**src/rtl/minmax_stream_sched.sv**
```systemverilog
// Streaming min/max finder: packs serial samples into NI-lane windows, reduces each
// window through a combinational comparison tree and merges into a running frame result.
//
// state  | meaning
// IDLE   | waiting for start with a non-zero frame_len
// FILL   | accepting samples into the window buffer
// REDUCE | tree output merged into the running result (one cycle)
// OUT    | result presented until the consumer accepts it
module minmax_stream_sched #(
    parameter int W    = 5,
    parameter int NI   = 7,
    parameter int IDXW = $clog2(NI),
    parameter int CNTW = 16
) (
    input  logic            clk,
    input  logic            rst,
    input  logic            start,
    input  logic [CNTW-1:0] frame_len,
    input  logic            us_sel,
    input  logic            min_max_sel,
    input  logic            s_valid,
    input  logic [W-1:0]    s_data,
    output logic            s_ready,
    output logic            busy,
    output logic            m_valid,
    output logic [W-1:0]    m_result,
    output logic [CNTW-1:0] m_index,
    input  logic            m_ready
);

    localparam int LCW = $clog2(NI + 1);

    typedef enum logic [1:0] {IDLE, FILL, REDUCE, OUT} state_t;

    state_t          state;
    logic [CNTW-1:0] cfg_len;
    logic            cfg_signed;
    logic            cfg_max;
    logic [LCW-1:0]  lane_cnt;
    logic [CNTW-1:0] sample_cnt;
    logic [CNTW-1:0] win_base;
    logic [W-1:0]    win_buf [NI];
    logic            first_win;

    logic [W-1:0]    pad_val;
    logic [W-1:0]    tv [NI];
    logic [IDXW-1:0] ti [NI];
    logic [W-1:0]    tree_val;
    logic [IDXW-1:0] tree_idx;
    int              n;

    // Signed order is mapped onto unsigned order by flipping the sign bit.
    function automatic logic better(input logic [W-1:0] a, input logic [W-1:0] b,
                                    input logic sgn, input logic mx);
        logic [W-1:0] ak;
        logic [W-1:0] bk;
        ak = a ^ {sgn, {(W-1){1'b0}}};
        bk = b ^ {sgn, {(W-1){1'b0}}};
        return mx ? (ak > bk) : (ak < bk);
    endfunction

    always_comb begin
        if (cfg_max)
            pad_val = cfg_signed ? {1'b1, {(W-1){1'b0}}} : {W{1'b0}};
        else
            pad_val = cfg_signed ? {1'b0, {(W-1){1'b1}}} : {W{1'b1}};
    end

    // Pairwise tree; the left operand always holds lower lanes, so it wins ties.
    always_comb begin
        for (int i = 0; i < NI; i++) begin
            tv[i] = (LCW'(i) >= lane_cnt) ? pad_val : win_buf[i];
            ti[i] = IDXW'(i);
        end
        n = NI;
        for (int lvl = 0; lvl < $clog2(NI); lvl++) begin
            for (int i = 0; i < NI / 2; i++) begin
                if (2 * i + 1 < n) begin
                    if (better(tv[2*i+1], tv[2*i], cfg_signed, cfg_max)) begin
                        tv[i] = tv[2*i+1];
                        ti[i] = ti[2*i+1];
                    end else begin
                        tv[i] = tv[2*i];
                        ti[i] = ti[2*i];
                    end
                end
            end
            if (n % 2 == 1) begin
                tv[n/2] = tv[n-1];
                ti[n/2] = ti[n-1];
            end
            n = (n + 1) / 2;
        end
        tree_val = tv[0];
        tree_idx = ti[0];
    end

    always_ff @(posedge clk) begin
        if (rst) begin
            state      <= IDLE;
            s_ready    <= 1'b0;
            busy       <= 1'b0;
            m_valid    <= 1'b0;
            m_result   <= '0;
            m_index    <= '0;
            cfg_len    <= '0;
            cfg_signed <= 1'b0;
            cfg_max    <= 1'b0;
            lane_cnt   <= '0;
            sample_cnt <= '0;
            win_base   <= '0;
            first_win  <= 1'b0;
            for (int i = 0; i < NI; i++) win_buf[i] <= '0;
        end else begin
            case (state)
                IDLE: begin
                    if (start && (frame_len != '0)) begin
                        cfg_len    <= frame_len;
                        cfg_signed <= us_sel;
                        cfg_max    <= min_max_sel;
                        lane_cnt   <= '0;
                        sample_cnt <= '0;
                        win_base   <= '0;
                        first_win  <= 1'b1;
                        state      <= FILL;
                        s_ready    <= 1'b1;
                        busy       <= 1'b1;
                    end
                end
                FILL: begin
                    if (s_valid && s_ready) begin
                        win_buf[lane_cnt[IDXW-1:0]] <= s_data;
                        lane_cnt   <= lane_cnt + 1'b1;
                        sample_cnt <= sample_cnt + 1'b1;
                        if ((lane_cnt == LCW'(NI - 1)) || (sample_cnt == cfg_len - 1'b1)) begin
                            state   <= REDUCE;
                            s_ready <= 1'b0;
                        end
                    end
                end
                REDUCE: begin
                    if (first_win || better(tree_val, m_result, cfg_signed, cfg_max)) begin
                        m_result <= tree_val;
                        m_index  <= win_base + CNTW'(tree_idx);
                    end
                    first_win <= 1'b0;
                    if (sample_cnt == cfg_len) begin
                        state   <= OUT;
                        m_valid <= 1'b1;
                    end else begin
                        win_base <= win_base + CNTW'(NI);
                        lane_cnt <= '0;
                        state    <= FILL;
                        s_ready  <= 1'b1;
                    end
                end
                OUT: begin
                    if (m_ready) begin
                        state   <= IDLE;
                        m_valid <= 1'b0;
                        busy    <= 1'b0;
                    end
                end
                default: begin
                    state   <= IDLE;
                    s_ready <= 1'b0;
                    busy    <= 1'b0;
                    m_valid <= 1'b0;
                end
            endcase
        end
    end

endmodule

```
**config.mk**
```make
export PLATFORM = sky130hd
export DESIGN_NAME = minmax_stream_sched
export DESIGN_NICKNAME = d
export VERILOG_FILES = /design/src/rtl/minmax_stream_sched.sv
export SDC_FILE = /design/constraint.sdc
export NUM_CORES = 1
export LEC_CHECK = 0
export ABC_AREA = 1
export ABC_CLOCK_PERIOD_IN_PS = 15100
export CORE_ASPECT_RATIO = 1.4
export CORE_UTILIZATION = 40
export DETAILED_ROUTE_END_ITERATION = 12
export HOLD_SLACK_MARGIN = 0.06
export SLEW_MARGIN = 0
export SYNTH_ARGS = -nofsm -noshare
export SYNTH_HDL_FRONTEND = slang
export SYNTH_SLANG_ARGS = --single-unit
```
**constraint.sdc**
```tcl
create_clock -name clk -period 15.1 [get_ports clk]
set_input_delay 1.51 -clock clk [delete_from_list [all_inputs] [get_ports clk]]
set_output_delay 1.51 -clock clk [all_outputs]
set_load 0.02 [all_outputs]
```
; ---- Yosys cells after proc, flatten, opt, wreduce, memory -nomap -nowiden
; Memories as Yosys holds them, arrays and structs flattened.
; Index checks and enable logic that the tools add are counted.
[totals]
output_inout_bits = 24
n_memories = 1
ramBits = 35
regBits = 80
word_cells = 151
[memory_table]
columns = name, depth, word_bits, rd, rd_ports_with_merged_regs, wr, line
row1 = win_buf, 7, 5, 7, 0, 7, 42  ; logic [W-1:0] win_buf [NI];
[classes]
addsub = 5
magnitude_cmp = 21
bitwise = 14
n_mux = 63
eq_ne = 12
reduce_logical = 22
[ops]
columns = op, n
row1 = $mux W5, 17
row2 = $xor A5 B5 Y5, 14
row3 = $pmux W16 S2, 2
row4 = $mux W16, 3
row5 = $gt A5 B5 Y1, 7
row6 = $lt A5 B5 Y1, 7
row7 = $eq A16 B16 Y1, 2
row8 = $mux W1, 23
row9 = $mux W3, 7
row10 = $add A16 B1 Y16 const B, 1
row11 = $add A16 B3 Y16, 1
row12 = $add A16 B3 Y16 const B, 1
row13 = $reduce_bool A16 Y1, 1
row14 = $sub A16 B1 Y16 const B, 1
row15 = $ne A2 B2 Y1 const B, 6
row16 = $reduce_and A3 Y1, 4
row17 = $mux W2, 5
row18 = $ge A3 B3 Y1 const A, 3
row19 = $pmux W3 S3, 1
row20 = $pmux W2 S4, 1
row21 = $reduce_and A4 Y1, 2
row22 = $reduce_bool A2 Y1, 4
row23 = $ge A1 B3 Y1 const A, 2
row24 = $ge A2 B3 Y1 const A, 2
row25 = other kinds (13), 20

; ---- Logic depth before layout (Yosys ltp)
[depth]
depth_word = 20
mapped_depth = 57
depth_no_buf = 53

; ---- Worst setup path before layout
; OpenSTA, ideal clock, no wires.
[synth_timing]
kind = register to register
startpoint = register lane_cnt[1]
endpoint = register m_index[10]
setup_slack_ns = 8.117
required_time_ns = 14.967
n_path_buf = 5
arrival_ns = 6.850
path_stages_with_launch = 53
path_cell_list = dfxtp_1 > buf_6 > inv_4 > ha_1 > inv_1 > a21oi_2 > o21ai_0 > xor2_1 > ha_1 > nand2_1 > or2_2 > nand3_1 > nand2_1 > o21ai_2 > inv_1 > o21ai_0 > xor2_1 > ha_1 > [17 not listed] > buf_2 > inv_1 > nand2_1 > nand2_1 > nand2_1 > nand2_1 > ha_1 > nand2_1 > inv_1 > nand3_1 > o221ai_1 > nand3_1 > o211ai_1 > nand2_1 > inv_1 > buf_2 > clkbuf_1 > a21oi_1
[synth_between]
elab_chain_len = 19
elab_cells_between_ends = 63
classes_between = add/sub (1) / order compare (21) / mux (26) / bitwise (13) / reduce/logical (2)
[synth_lines]
columns = item, line
row1 = from (decl), 39  ; logic [LCW-1:0] lane_cnt;
row2 = from (signal assigned), 133  ; lane_cnt <= lane_cnt + 1'b1;
row3 = $ge A3 B3 Y1 (tied with other cells), 72  ; tv[i] = (LCW'(i) >= lane_cnt) ? pad_val : win_buf[i];
row4 = $mux W5, 72
row5 = $xor A5 B5 Y5 (on tied branches), "57, 58"
row6 = $lt A5 B5 Y1 or $gt A5 B5 Y1 (tied branches), 59  ; return mx ? (ak > bk) : (ak < bk);
row7 = $mux W1, 59
row8 = $mux W5, 79  ; if (better(tv[2*i+1], tv[2*i], cfg_signed, cfg_max)) begin
row9 = $xor A5 B5 Y5 (on tied branches), "58, 57"
row10 = $lt A5 B5 Y1 or $gt A5 B5 Y1 (tied branches), 59
row11 = [3 not listed], -
row12 = $lt A5 B5 Y1 or $gt A5 B5 Y1 (tied branches), 59
row13 = $mux W1, 59
row14 = $mux W5, 79
row15 = $xor A5 B5 Y5, 57  ; ak = a ^ {sgn, {(W-1){1'b0}}};
row16 = $lt A5 B5 Y1 or $gt A5 B5 Y1 (tied branches), 59
row17 = $mux W1, 59
row18 = $logic_or A1 B1 Y1, 142  ; if (first_win || better(tree_val, m_result, cfg_signed, cfg_max)) begin
row19 = $reduce_and A2 Y1 (no line), -
row20 = to (signal assigned), 144  ; m_index <= win_base + CNTW'(tree_idx);
row21 = to (decl), 27  ; output logic [CNTW-1:0] m_index,
; Several ways; a longest one is shown, not always the timed one.
; A chain may end at the register's enable or synchronous reset.

; ---- Worst setup path in the final report
[layout_timing]
startpoint = register cfg_max
endpoint = register m_index[10]
[layout_between]
elab_chain_len = 19
elab_cells_between_ends = 57
classes_between = add/sub (1) / order compare (14) / mux (27) / bitwise (13) / reduce/logical (2)
[layout_lines]
columns = item, line
row1 = from (decl), 38  ; logic cfg_max;
row2 = from (signal assigned), 120  ; cfg_max <= min_max_sel;
row3 = $mux W5, 63  ; if (cfg_max)
row4 = $mux W5, 72
row5 = $xor A5 B5 Y5 (on tied branches), "57, 58"
row6 = $lt A5 B5 Y1 or $gt A5 B5 Y1 (tied branches), 59
row7 = $mux W1, 59
row8 = $mux W5, 79
row9 = $xor A5 B5 Y5 (on tied branches), "58, 57"
row10 = $lt A5 B5 Y1 or $gt A5 B5 Y1 (tied branches), 59
row11 = [3 not listed], -
row12 = $lt A5 B5 Y1 or $gt A5 B5 Y1 (tied branches), 59
row13 = $mux W1, 59
row14 = $mux W5, 79
row15 = $xor A5 B5 Y5, 57
row16 = $lt A5 B5 Y1 or $gt A5 B5 Y1 (tied branches), 59
row17 = $mux W1, 59
row18 = $logic_or A1 B1 Y1, 142
row19 = $reduce_and A2 Y1 (no line), -
; Several ways; a longest one is shown, not always the timed one.

==> reports/qor.txt <==
Max FO, Critical Path = 38
CTS tree = built
Leak = 3.57 nW
Final worst clock skew = 0.0103 ns
CTS H-Tree Depth = 4
Pwr Density = 186 nW/um^2
CTS clk-pin slew, worst paths = 0.06 ns
Least-Margin Pin Slew = 0.980 ns
Final nets = 1,150
Dpl ws = 6.37 ns
Die Y = 164 um
Synth Area in Adders = 7.13%
Total Wirelength = 19,600 um
CP required = 15.45 ns
Post-CTS resize count = 0
Port Buffers = 51
Fill count = 1,881
Status = finished, final reports clean
Ratio of cells with drive above 1 in the final layout = 8.87%
Worst r2r path cells = 47
Area of the multi-input gates = 4270 um^2
Cell variety after synth = 44
Row cnt = 58
Worst-skew pair later-pin latency = 0.42 ns
Slew Limit Fails = 0
Sequential share of the synthesized area = 34.8%
Via density = 5.11
CP max stage delay = 0.75 ns
Max Clk Rate = 112 MHz
Worst Setup End Kind = register
Post-route cell area = 8740 um^2
Post-Syn Nets = 1,103
# DRC = 0
Endpoints failing hold = 0
Max clock buf depth = 2
Root Driver = clkbuf_16
RSZ-0062 raised after global routing = false
Worst rel slew slack = 34.6%
Multiplexer share of the synthesized area = 0%
First-pass GRT wire length = 32,300 um
GRT overflow = 0
Setup tns final = 0 ns
WL/cell = 14.7 um
Post-layout min period = 8.91 ns
Die width = 118 um
Tot Pwr = 0.00162 W
Die area = 19,200 um^2
Most common cell on crit path = nand2_1
Initial antenna violation count = 0
Vias after detailed routing = 6,805
Post-synthesis xor/xnor area fraction = 7.50%
Gate Count Post-Synth = 1,033
Final HPWL DP = 15,100 um
Crit Path Class = reg -> reg
Initial core utilization = 41.2%
Largest net degree at the start of global routing = 48
Startpoint types = register
Final Cycle Share = 59.0%
CP max stage cell = inv_1
Layout Utilization = 48.2%
Vias in the first global route = 6,702
Ant diodes = 0
Post-DP Area = 8180 um^2
Clock buffer count from CTS = 17
Seq. cell area = 2600 um^2
Num Clock Sinks = 115
Avg Synthesized Cell Area = 7.24 um^2
Layout area overhead = 16.9%
Post-Syn Area = 7480 um^2
Data arrival, critical path = 9.26 ns
Final GP Congestion = 0.863
Compound-Gate Fraction of Synth Area = 15.1%
Setup violations, final = 0
Core footprint = 18,100 um^2
Main combinational cell family by area after synthesis = simple AND/OR/NAND/NOR gates
Final Worst Setup Slack = 6.19 ns
Iteration-0 DRC count of the detailed router = 360
Drt first pass iters = 6
Most frequent cells in the layout = nand2_1, nor2_1, inv_1, a21oi_1, dfxtp_1
Worst Hold Class = reg -> reg
Hold path depth = 2
Leading cell type in the layout, fill and taps excluded = nand2_1
GRT Total Usage = 21.4%
Antenna-violating nets left = 0
Simple-gate share of the synthesized area = 27.4%
I/O pin count = 52
Hold_buf cts = 0
Yosys Warn Count = 0
Maximum vdd ir drop = 105 uV
Post-CTS Setup Repair Bufs = 0
Yosys reg bits = 115
Max_cap viols = 0
-- cell type report --
type	instances	area share, %
multi-input cells	766	48.9
repair buffers	54	6.10
well taps	240	3.43
flip-flops and latches	115	29.8
clock inverters	12	1.29
inverters	126	5.44
clock buffers	20	5.11
-- cell families (layout without fill, tap and decap cells) --
family	after synthesis	in the layout
flops	115	115
compound gates	212	212
xor+xnor	64	64
simple gates	448	448
buf+inv	152	212
fa+ha+maj	42	42
-- cells in the mapped netlist, drive strengths merged --
cell type / number / share of area, %
nor4: 3 / 0.25
and2: 8 / 0.67
o21a: 3 / 0.30
nand2: 207 / 11
o21bai: 1 / 0.10
dfxtp: 85 / 23
fa: 1 / 0.27
inv: 126 / 6.4
a2111oi: 2 / 0.23
xnor2: 17 / 2.0
o21ai: 96 / 6.5
xor2: 47 / 5.5
nor2: 125 / 6.9
o2111ai: 1 / 0.12
o22ai: 2 / 0.17
nand4: 9 / 0.75
clkbuf: 17 / 0.85
a21oi: 95 / 6.4
nor3: 16 / 1.2
nand3: 69 / 5.5
a211oi: 5 / 0.50
o221ai: 1 / 0.12
a221oi: 1 / 0.12
o211ai: 4 / 0.40
or2: 11 / 0.92
a31o: 1 / 0.12
buf: 9 / 0.84
edfxtp: 30 / 12
ha: 41 / 6.9
-- registers in the layout, indices dropped and copies added, names as in the netlist, 2 cells and up --
name        flops
win_buf        35
cfg_len        16
m_index        16
sample_cnt     16
win_base       16
m_result        5
lane_cnt        3
state           2
-- path summary, 6_finish.rpt --
kind | start | end | slack, ns
worst max-delay path | cfg_max | m_index[10] | 6.19
worst min-delay path | win_buf[6][4] | win_buf[6][4] | 0.46
worst max register to register | cfg_max | m_index[10] | 6.19
worst min register to register | win_buf[6][4] | win_buf[6][4] | 0.46
-- through the flow --
stage / instances / hold slack [ns]
after global placement: 1301 / 0.441
after global routing: 1333 / 0.487
after CTS: 1333 / 0.459
final: 1333 / 0.455
after floorplan: 1033 / 0.424
after detailed placement: 1301 / 0.449
-- layer usage --
metal  vias to the layer above  GRT usage, %  part of all wire (%)
met5                         -             0                     0
met4                         0          11.6                   4.6
met3                        52          3.82                   3.0
met2                       136          40.5                    52
met1                      3116          22.5                    40
li1                       3501             -                     -
-- where the power goes --
group	total, W	internal (W)	switching [W]	leakage [nW]
Clock	0.000386	0.000244	0.000142	0.272
Combinational	0.000883	0.000332	0.000551	2.30
Sequential	0.000354	0.000336	0.0000179	1.00
-- worst max-delay path, delay by kind of cell, from the launching register on --
| family | cells | cell delay, ns |
|---|---|---|
| buf+inv | 6 | 1.46 |
| fa+ha+maj | 4 | 1.18 |
| flops | 1 | 0.73 |
| simple gates | 23 | 2.30 |
| xor+xnor | 3 | 0.52 |
| compound gates | 11 | 2.62 |
Power figures use the tool's default switching activity.
